==> src/rtl/seg_scan_pkg.sv <==
// Shared types and width helpers for the seg_scan multiplexed 7-segment scan controller.
package seg_scan_pkg;

    localparam int NIB_W = 4;

    localparam int DEF_NUM_DIGITS   = 8;
    localparam int DEF_SCAN_DIV     = 1000;
    localparam int DEF_BLANK_CYCLES = 16;

    typedef enum logic [1:0] {
        IDLE  = 2'd0,
        BLANK = 2'd1,
        DRIVE = 2'd2
    } scan_state_e;

    // Counter width able to hold 0..n-1, never narrower than one bit.
    function automatic int cnt_w(input int n);
        return (n <= 2) ? 1 : $clog2(n);
    endfunction

    localparam int DEF_SLOT_W  = cnt_w(DEF_SCAN_DIV);
    localparam int DEF_DIGIT_W = cnt_w(DEF_NUM_DIGITS);

endpackage

==> src/rtl/seg_scan_slot_timer.sv <==
// Slot counter for seg_scan: free-runs 0..SCAN_DIV-1 while run_i is high and
// flags the last blanking cycle and the last cycle of each digit slot.
module scan_slot_timer
    import seg_scan_pkg::*;
#(
    parameter int SCAN_DIV     = DEF_SCAN_DIV,
    parameter int BLANK_CYCLES = DEF_BLANK_CYCLES
) (
    input  logic clk,
    input  logic rst_n,
    input  logic run_i,
    output logic blank_end_o,
    output logic slot_end_o
);

    localparam int CW = cnt_w(SCAN_DIV);
    localparam logic [CW-1:0] LAST_CNT  = CW'(SCAN_DIV - 1);
    localparam logic [CW-1:0] BLANK_CNT = CW'(BLANK_CYCLES - 1);

    logic [CW-1:0] cnt_q, cnt_d;

    assign blank_end_o = (cnt_q == BLANK_CNT);
    assign slot_end_o  = (cnt_q == LAST_CNT);

    // Held at zero when not running so every start begins a fresh slot.
    always_comb begin
        cnt_d = cnt_q;
        if (!run_i)          cnt_d = '0;
        else if (slot_end_o) cnt_d = '0;
        else                 cnt_d = cnt_q + 1'b1;
    end

    always_ff @(posedge clk or negedge rst_n) begin
        if (!rst_n) cnt_q <= '0;
        else        cnt_q <= cnt_d;
    end

endmodule

==> src/rtl/seg_scan.sv <==
// Time-multiplexed N-digit 7-segment scan controller with per-slot blanking and
// frame-coherent capture. Optional leading-zero blanking: SEG_SCAN_LZ_BLANK_EN.
module seg_scan
    import seg_scan_pkg::*;
#(
    parameter int NUM_DIGITS   = DEF_NUM_DIGITS,
    parameter int SCAN_DIV     = DEF_SCAN_DIV,
    parameter int BLANK_CYCLES = DEF_BLANK_CYCLES
) (
    input  logic                        clk,
    input  logic                        rst_n,
    input  logic                        en,
    input  logic [NIB_W*NUM_DIGITS-1:0] data_in,
    input  logic [NUM_DIGITS-1:0]       dp_in,
    output logic [NIB_W-1:0]            hex_data,
    output logic                        dp_out,
    output logic [NUM_DIGITS-1:0]       digit_sel,
    output logic                        frame_done
);

    localparam int DW = cnt_w(NUM_DIGITS);
    localparam logic [DW-1:0] LAST_DIGIT = DW'(NUM_DIGITS - 1);

    scan_state_e state_q, state_d;
    logic [DW-1:0] idx_q, idx_d;
    logic [NUM_DIGITS-1:0][NIB_W-1:0] shadow_q, shadow_d;
    logic [NUM_DIGITS-1:0] shadow_dp_q, shadow_dp_d;

    logic [NIB_W-1:0]      hex_q, hex_d;
    logic                  dp_q, dp_d;
    logic [NUM_DIGITS-1:0] sel_q, sel_d;
    logic                  fd_q, fd_d;

    logic blank_end, slot_end, run;
    logic [NUM_DIGITS-1:0] show;

    assign run = en && (state_q != IDLE);

    scan_slot_timer #(
        .SCAN_DIV     (SCAN_DIV),
        .BLANK_CYCLES (BLANK_CYCLES)
    ) u_timer (
        .clk         (clk),
        .rst_n       (rst_n),
        .run_i       (run),
        .blank_end_o (blank_end),
        .slot_end_o  (slot_end)
    );

`ifdef SEG_SCAN_LZ_BLANK_EN
    // A digit stays lit if it or any more significant digit is nonzero, or it carries a dp.
    always_comb begin
        logic hi_nz;
        hi_nz = 1'b0;
        show  = '0;
        for (int k = NUM_DIGITS - 1; k >= 0; k--) begin
            hi_nz   = hi_nz | (|shadow_q[k]);
            show[k] = (k == 0) || hi_nz || shadow_dp_q[k];
        end
    end
`else
    assign show = '1;
`endif

    always_comb begin
        state_d     = state_q;
        idx_d       = idx_q;
        shadow_d    = shadow_q;
        shadow_dp_d = shadow_dp_q;
        if (!en) begin
            state_d = IDLE;
            idx_d   = '0;
        end else begin
            unique case (state_q)
                IDLE: begin
                    state_d     = BLANK;
                    idx_d       = '0;
                    shadow_d    = data_in;
                    shadow_dp_d = dp_in;
                end
                BLANK: if (blank_end) state_d = DRIVE;
                DRIVE: if (slot_end) begin
                    state_d = BLANK;
                    if (idx_q == LAST_DIGIT) begin
                        idx_d       = '0;
                        shadow_d    = data_in;
                        shadow_dp_d = dp_in;
                    end else begin
                        idx_d = idx_q + 1'b1;
                    end
                end
                default: state_d = IDLE;
            endcase
        end
    end

    // Outputs reflect the current state one cycle later; en=0 darkens them on the same edge.
    always_comb begin
        hex_d = '0;
        dp_d  = 1'b0;
        sel_d = '0;
        fd_d  = 1'b0;
        if (run) begin
            hex_d = shadow_q[idx_q];
            if (state_q == DRIVE && show[idx_q]) begin
                sel_d[idx_q] = 1'b1;
                dp_d         = shadow_dp_q[idx_q];
            end
            fd_d = (state_q == DRIVE) && slot_end && (idx_q == LAST_DIGIT);
        end
    end

    always_ff @(posedge clk or negedge rst_n) begin
        if (!rst_n) begin
            state_q     <= IDLE;
            idx_q       <= '0;
            shadow_q    <= '0;
            shadow_dp_q <= '0;
            hex_q       <= '0;
            dp_q        <= 1'b0;
            sel_q       <= '0;
            fd_q        <= 1'b0;
        end else begin
            state_q     <= state_d;
            idx_q       <= idx_d;
            shadow_q    <= shadow_d;
            shadow_dp_q <= shadow_dp_d;
            hex_q       <= hex_d;
            dp_q        <= dp_d;
            sel_q       <= sel_d;
            fd_q        <= fd_d;
        end
    end

    assign hex_data   = hex_q;
    assign dp_out     = dp_q;
    assign digit_sel  = sel_q;
    assign frame_done = fd_q;

endmodule

==> config.mk <==
export PLATFORM = sky130hd
export DESIGN_NAME = seg_scan
export DESIGN_NICKNAME = d
export VERILOG_FILES = /design/src/rtl/seg_scan_pkg.sv /design/src/rtl/seg_scan_slot_timer.sv /design/src/rtl/seg_scan.sv
export SDC_FILE = /design/constraint.sdc
export NUM_CORES = 1
export LEC_CHECK = 0
export CAP_MARGIN = 20
export CORE_ASPECT_RATIO = 0.9
export CORE_MARGIN = 8
export CORE_UTILIZATION = 30
export CTS_BUF_LIST = sky130_fd_sc_hd__clkbuf_8
export DETAILED_ROUTE_END_ITERATION = 7
export PLACE_DENSITY = 0.54
export SLEW_MARGIN = 40
export SYNTH_ARGS = -nofsm -noshare
export SYNTH_HDL_FRONTEND = slang
export SYNTH_HIERARCHICAL = 1
export SYNTH_SLANG_ARGS = --single-unit
==> constraint.sdc <==
create_clock -name clk -period 2.7 [get_ports clk]
set_input_delay 0.675 -clock clk [delete_from_list [all_inputs] [get_ports clk]]
set_output_delay 0.675 -clock clk [all_outputs]
set_load 0.005 [all_outputs]
== Word-level counts from Yosys, hierarchy flattened ==
Memories as Yosys holds them, arrays and structs flattened.
Index checks and enable logic that the tools add are counted.

* Output and inout port bits: 14
* Memories: 1
* Memory bits (read-only): 8
* Register bits after elaboration: 69

* Reduce and logical (&&, ||, !) cells: 11
* Magnitude comparators: 2
* Multiplexer cells: 29
* Eq/ne operators: 10
* Add/subtract/negate cells: 2

{| class="wikitable"
|+ Memories
! memory !! words !! width !! read ports !! clocked after memory_dff !! write ports !! RTL line !! text
|-
| (no name shown) || 8 || 1 || 1 || 0 || 0 || seg_scan.sv:105 || <nowiki>if (state_q == DRIVE && show[idx_q]) begin</nowiki>
|}

{| class="wikitable"
|+ Operator list
! kind !! number
|-
| 32-bit two-way mux || 2
|-
| 32-bit case mux with 2 select lines || 1
|-
| 8-bit two-way mux || 4
|-
| 10-bit two-way mux || 2
|-
| 8-bit case mux with 2 select lines || 1
|-
| 4-bit binary-select mux with 3-bit select || 1
|-
| 10-bit by 1-bit adder with 10-bit output, second input constant || 1
|-
| 10-bit == test, second input constant || 1
|-
| 10-bit by 4-bit == test with 1-bit output, second input constant || 1
|-
| 3-bit two-way mux || 3
|-
| 4-bit two-way mux || 2
|-
| 1-bit two-way mux || 6
|-
| 2-bit two-way mux || 3
|-
| 3-bit inequality test, second input constant || 2
|-
| 2-bit case mux with 3 select lines || 1
|-
| 3-bit case mux with 2 select lines || 1
|-
| 1-bit logical AND || 5
|-
| 3-bit by 4-bit < comparator with 1-bit output, second input constant || 1
|-
| 2-bit AND reduction || 2
|-
| 4-bit AND reduction || 1
|-
| 2-bit nonzero test || 2
|-
| 3-bit by 1-bit adder with 3-bit output, second input constant || 1
|-
| 1-bit binary-select mux with 3-bit select || 1
|-
| 1-bit demux with 3-bit select || 1
|-
| other kinds (8) || 8
|}

== Depth between registers and ports, before layout ==
* Depth in word-level cells: 6
* Depth in mapped cells: 7
* Mapped depth without buffers: 6

== By module ==
Netlist, hierarchy kept.

{| class="wikitable"
|+ By module, submodules not included
! module !! cells each !! instances !! area an instance (µm²)
|-
| seg_scan || 187 || 1 || 2,652.5
|-
| scan_slot_timer || 57 || 1 || 598.1
|}

== Worst setup path before layout ==
Ideal clock, no wire load.

* Path kind: reg-to-reg
* From: register u_timer.cnt_q[0]
* To: register shadow_dp_q[0]
* Stages on the path, launching flop included: 8
* Data required time: 2.575 ns
* Clock period less this slack: 2.039 ns
* Arrival: 1.914 ns
* Buffers on the path: 1
* Slack: 0.661 ns
* Cells stage by stage: dfrtp_1 -> ha_1 -> nand4bb_1 -> nor3_1 -> nand2_1 -> a21oi_4 -> buf_6 -> mux2_2

* Longest elaborated chain between the ends: 3

{| class="wikitable"
|+ Ends and longest elaborated chain
! element !! RTL line !! text
|-
| start: declaration || seg_scan_slot_timer.sv:20 || <nowiki>logic [CW-1:0] cnt_q, cnt_d;</nowiki>
|-
| start signal: assignment || seg_scan_slot_timer.sv:35 || <nowiki>else cnt_q <= cnt_d;</nowiki>
|-
| 10-bit == test || seg_scan_slot_timer.sv:23 || <nowiki>assign slot_end_o = (cnt_q == LAST_CNT);</nowiki>
|-
| net slot_end || seg_scan.sv:34 || <nowiki>logic blank_end, slot_end, run;</nowiki>
|-
| 2-bit inequality test (no line) || -- ||
|-
| 4-bit AND reduction (no line) || -- ||
|-
| end signal: assignment || seg_scan.sv:127 || <nowiki>shadow_dp_q <= shadow_dp_d;</nowiki>
|-
| end: declaration || seg_scan.sv:27 || <nowiki>logic [NUM_DIGITS-1:0] shadow_dp_q, shadow_dp_d;</nowiki>
|}

The timed path passes the listed nets, and every way through them passes these cells.
A chain may end at the register's enable or synchronous reset.

== Worst setup path after layout ==
* From: register u_timer.cnt_q[0]
* To: register shadow_q[2] in the netlist's numbering

* Longest elaborated chain between the ends: 3

{| class="wikitable"
|+ Ends and longest elaborated chain
! element !! RTL line !! text
|-
| 10-bit == test || seg_scan_slot_timer.sv:23 ||
|-
| net slot_end || seg_scan.sv:34 ||
|-
| 2-bit inequality test (no line) || -- ||
|-
| 4-bit AND reduction (no line) || -- ||
|-
| end signal: assignment || seg_scan.sv:126 || <nowiki>shadow_q <= shadow_d;</nowiki>
|-
| end: declaration || seg_scan.sv:26 || <nowiki>logic [NUM_DIGITS-1:0][NIB_W-1:0] shadow_q, shadow_d;</nowiki>
|}

The timed path passes the listed nets, and every way through them passes these cells.

==> summary.md <==
The logs give 0.423 GHz for the achievable frequency and 3 for the number of levels in the clock H-tree. The critical path's slowest cell is dfrtp_1. In the layout the commonest cells are dfrtp_1, clkdlybuf4s50_1, mux2_2. The sequential share of the synthesized area is 0.531, and the reg2reg setup slack is 330 ps. The number of port buffers was 56; the number of buffers inserted by hold repair at cts was 0.

CTS sink count: 69. No sink is reached through more buffers than the 2 on the longest clock path. The largest driver fanout on the critical path is 36, and the minimum setup slack after placement is 311 ps.

The worst setup path is launched from a flop. The completed layout was analyzed and its total power is 2.22 mW. After detailed routing, the average wire length per cell comes to 15.2 um. The worst relative slew slack is 0.688. The post-route core utilization was 0.386; the required time of the worst setup path was 2920 ps. The number of global-route vias before repair was 2229; the row count was 36.

The detail route stage leaves a number of antenna-violating nets equal to 0. The largest stage delay on the critical path came out at 410 ps. 0 antenna diodes ended up in the layout. The placer congestion estimate is 0.767. The launching point of the worst reg2reg path was u_timer/cnt_q[0]. The average instance in the mapped netlist occupies 13.3 um^2. Counting flops and latches in the post-synthesis netlist gives 69. Summing every instance area after synthesis gives 3250 um^2.

Measured along the y axis, the die boundary spans 115 um. The post-synthesis net count was 290; the final critical delay including setup and external delays was 2370 ps. The tools report the detailed-routing iteration count for the pre-antenna-repair pass as 4. Setup repair after global routing left no endpoint under its margin.

VDD sags by at most 0.214 mV. After the first detailed-routing iteration, the DRC count stood at 105. Largest net degree at the start of global routing: 52.

After clock tree synthesis, the setup repair step added 0 buffers. The worst path meets setup with 334 ps of slack. The logs give 11400 um for the first-pass GRT wire length and 0 for the number of max-cap violations.

The cell depth of the worst flop-to-flop path was 7. Sum of negative setup slack: 0 ps. The worst hold-check path type is in2async. Clock-pin slew was measured on the worst setup and hold paths at 70 ps.

The tools report the worst slack on hold paths as 289 ps. The fraction of registers with async set or reset after synthesis came out at 1.00. Leaving out fill and tap cells, the most frequent cell in the layout is dfrtp_1. The total length of routed wires was 6710 um; the floorplan die width was 126 um. Data on the critical path arrives at its endpoint at 2580 ps. TritonCTS built the clock tree. Initial cell density of the core: 0.305. Clock tree synthesis selected as its root buffer the cell clkbuf_8. The total congestion overflow was 0; the post-detailed-route via-to-cell ratio was 4.71. The cell count after synthesis came out at 244. The proportion of layout cells with a drive suffix above 1 is 0.252. The placeable core area was 10700 um^2. The critical path in this run is classified as reg2reg. Final hold violation count: 0.

The tools report the capturing point of the worst reg2reg path as shadow_q[2]. The worst setup path is captured at a flop. The logs give 1.66 nW for the leakage power of the design and 14400 um^2 for the total die area. The total routing resource utilization after global routing came out at 0.0996.

In the routed design, unresolved DRC markers number 0. Final worst-path cycle share: 0.876. The flow ran to the end, and the final reports show no timing, DRC or antenna violations.

Power per cell area: 539 nW/um^2. For the pin with the worst max-slew slack, the measured transition is 468 ps. For this block, the via count after detailed routing is 2088. Worst-skew pair later-pin latency: 330 ps. The logs give 0 for the count of final max-slew check failures and 9 for the number of buffers created by CTS. For the I/O pin total, the log shows 57. Once detailed placement completed, the half-perimeter wirelength came to 4880 um. The final layout net count was 352. Traced cell by cell, the critical path runs through ha_1 > nand4bb_1 > nor3_1 > nand2_1 > a21oi_4 > buf_12 > mux2_2. The number of synthesized flops with an enable pin works out to 0. The clock arrives with 7.58 ps of skew. For the initial antenna violation count, the log shows 0. Total of warnings raised by yosys: 6.

The synthesized netlist contains 49 unique library cells. Relative area change from synthesis to final layout: 26.8%. The number of gates resized after CTS was 0.

The final count of negative-setup-slack endpoints is 0. The most frequently used flop master after synthesis was dfrtp_1.
-- Yosys cell counts (3+ instances only) --
cell | n | share of area
mux2_2 | 38 | 0.13
nor2_1 | 13 | 0.015
mux2i_1 | 5 | 0.015
mux4_2 | 7 | 0.048
o21ai_0 | 6 | 0.0092
and2_1 | 4 | 0.0077
nand3_1 | 4 | 0.0062
o31a_1 | 3 | 0.0081
dfrtp_1 | 69 | 0.53
ha_1 | 3 | 0.012
a21oi_1 | 6 | 0.0092
nand2_1 | 15 | 0.017
buf_6 | 7 | 0.024
nand2b_1 | 7 | 0.013
a21boi_0 | 5 | 0.012
buf_4 | 4 | 0.0092
nor3_1 | 4 | 0.0062
inv_1 | 5 | 0.0058
-- through the flow --
stage,cells,area [um^2]
after floorplan,244,3250
after global placement,428,3940
after detailed placement,428,3940
after CTS,443,4120
after global routing,443,4120
final,443,4120
-- cell families (layout without fill, tap and decap cells) --
group | count (synthesis) | in the layout | share of synthesized area
buffers and inverters | 18 | 84 | 0.0420
flip-flops | 69 | 69 | 0.531
adder cells (fa/ha/maj) | 3 | 3 | 0.0115
XOR/XNOR | 3 | 3 | 0.00808
multiplexers | 53 | 53 | 0.211
AO/OA/AOI/OAI | 28 | 28 | 0.0662
AND/OR/NAND/NOR | 70 | 70 | 0.130
-- cell type report --
| class | count | area, um^2 |
|---|---|---|
| timing repair buffer | 64 | 641 |
| clock inverter | 6 | 56.3 |
| inverter | 5 | 18.8 |
| clock buffer | 9 | 124 |
| fill | 1033 | 6560 |
| tap | 133 | 166 |
| multi-input combinational | 157 | 1390 |
| sequential | 69 | 1730 |
-- flip-flops by register name (all words and copies together), names as in the netlist --
register       count
shadow_q          32
u_timer/cnt_q     10
digit_sel          8
shadow_dp_q        8
hex_data           4
idx_q              3
state_q            2
dp_out             1
frame_done         1
-- worst max-delay path: cells and delay by family (launching register included) --
kind | cells | cell delay, ps
simple gates | 3 | 750
flops | 1 | 410
mux | 1 | 360
fa+ha+maj | 1 | 260
buf+inv | 1 | 240
compound gates | 1 | 210
-- report_power, final --
| part | internal, mW | switching [mW] | leakage [nW] |
|---|---|---|---|
| Sequential | 1.13 | 0.0526 | 0.870 |
| Clock | 0.413 | 0.368 | 0.0960 |
| Combinational | 0.174 | 0.0850 | 0.692 |
-- how the worst max path moves through the flow --
stage                           startpoint        endpoint  slack, ps  depth (start not counted)
after floorplan           u_timer/cnt_q[0]  shadow_dp_q[0]        660                          7
after global routing      u_timer/cnt_q[0]    shadow_q[13]        130                          7
after global placement                  en    shadow_q[21]        330                          5
after CTS                 u_timer/cnt_q[0]     shadow_q[2]        340                          7
final                     u_timer/cnt_q[0]     shadow_q[2]        330                          7
after detailed placement                en    shadow_q[28]        310                          5
-- routing by layer --
layer | wire, um | GRT usage | vias to the layer above
li1 | - | - | 1002
met1 | 3120 | 0.124 | 1031
met2 | 3180 | 0.156 | 53
met3 | 343 | 0.0334 | 2
met4 | 61 | 0.0413 | 0
met5 | 0 | 0 | -
No activity file was read; power rests on OpenSTA's default activity.
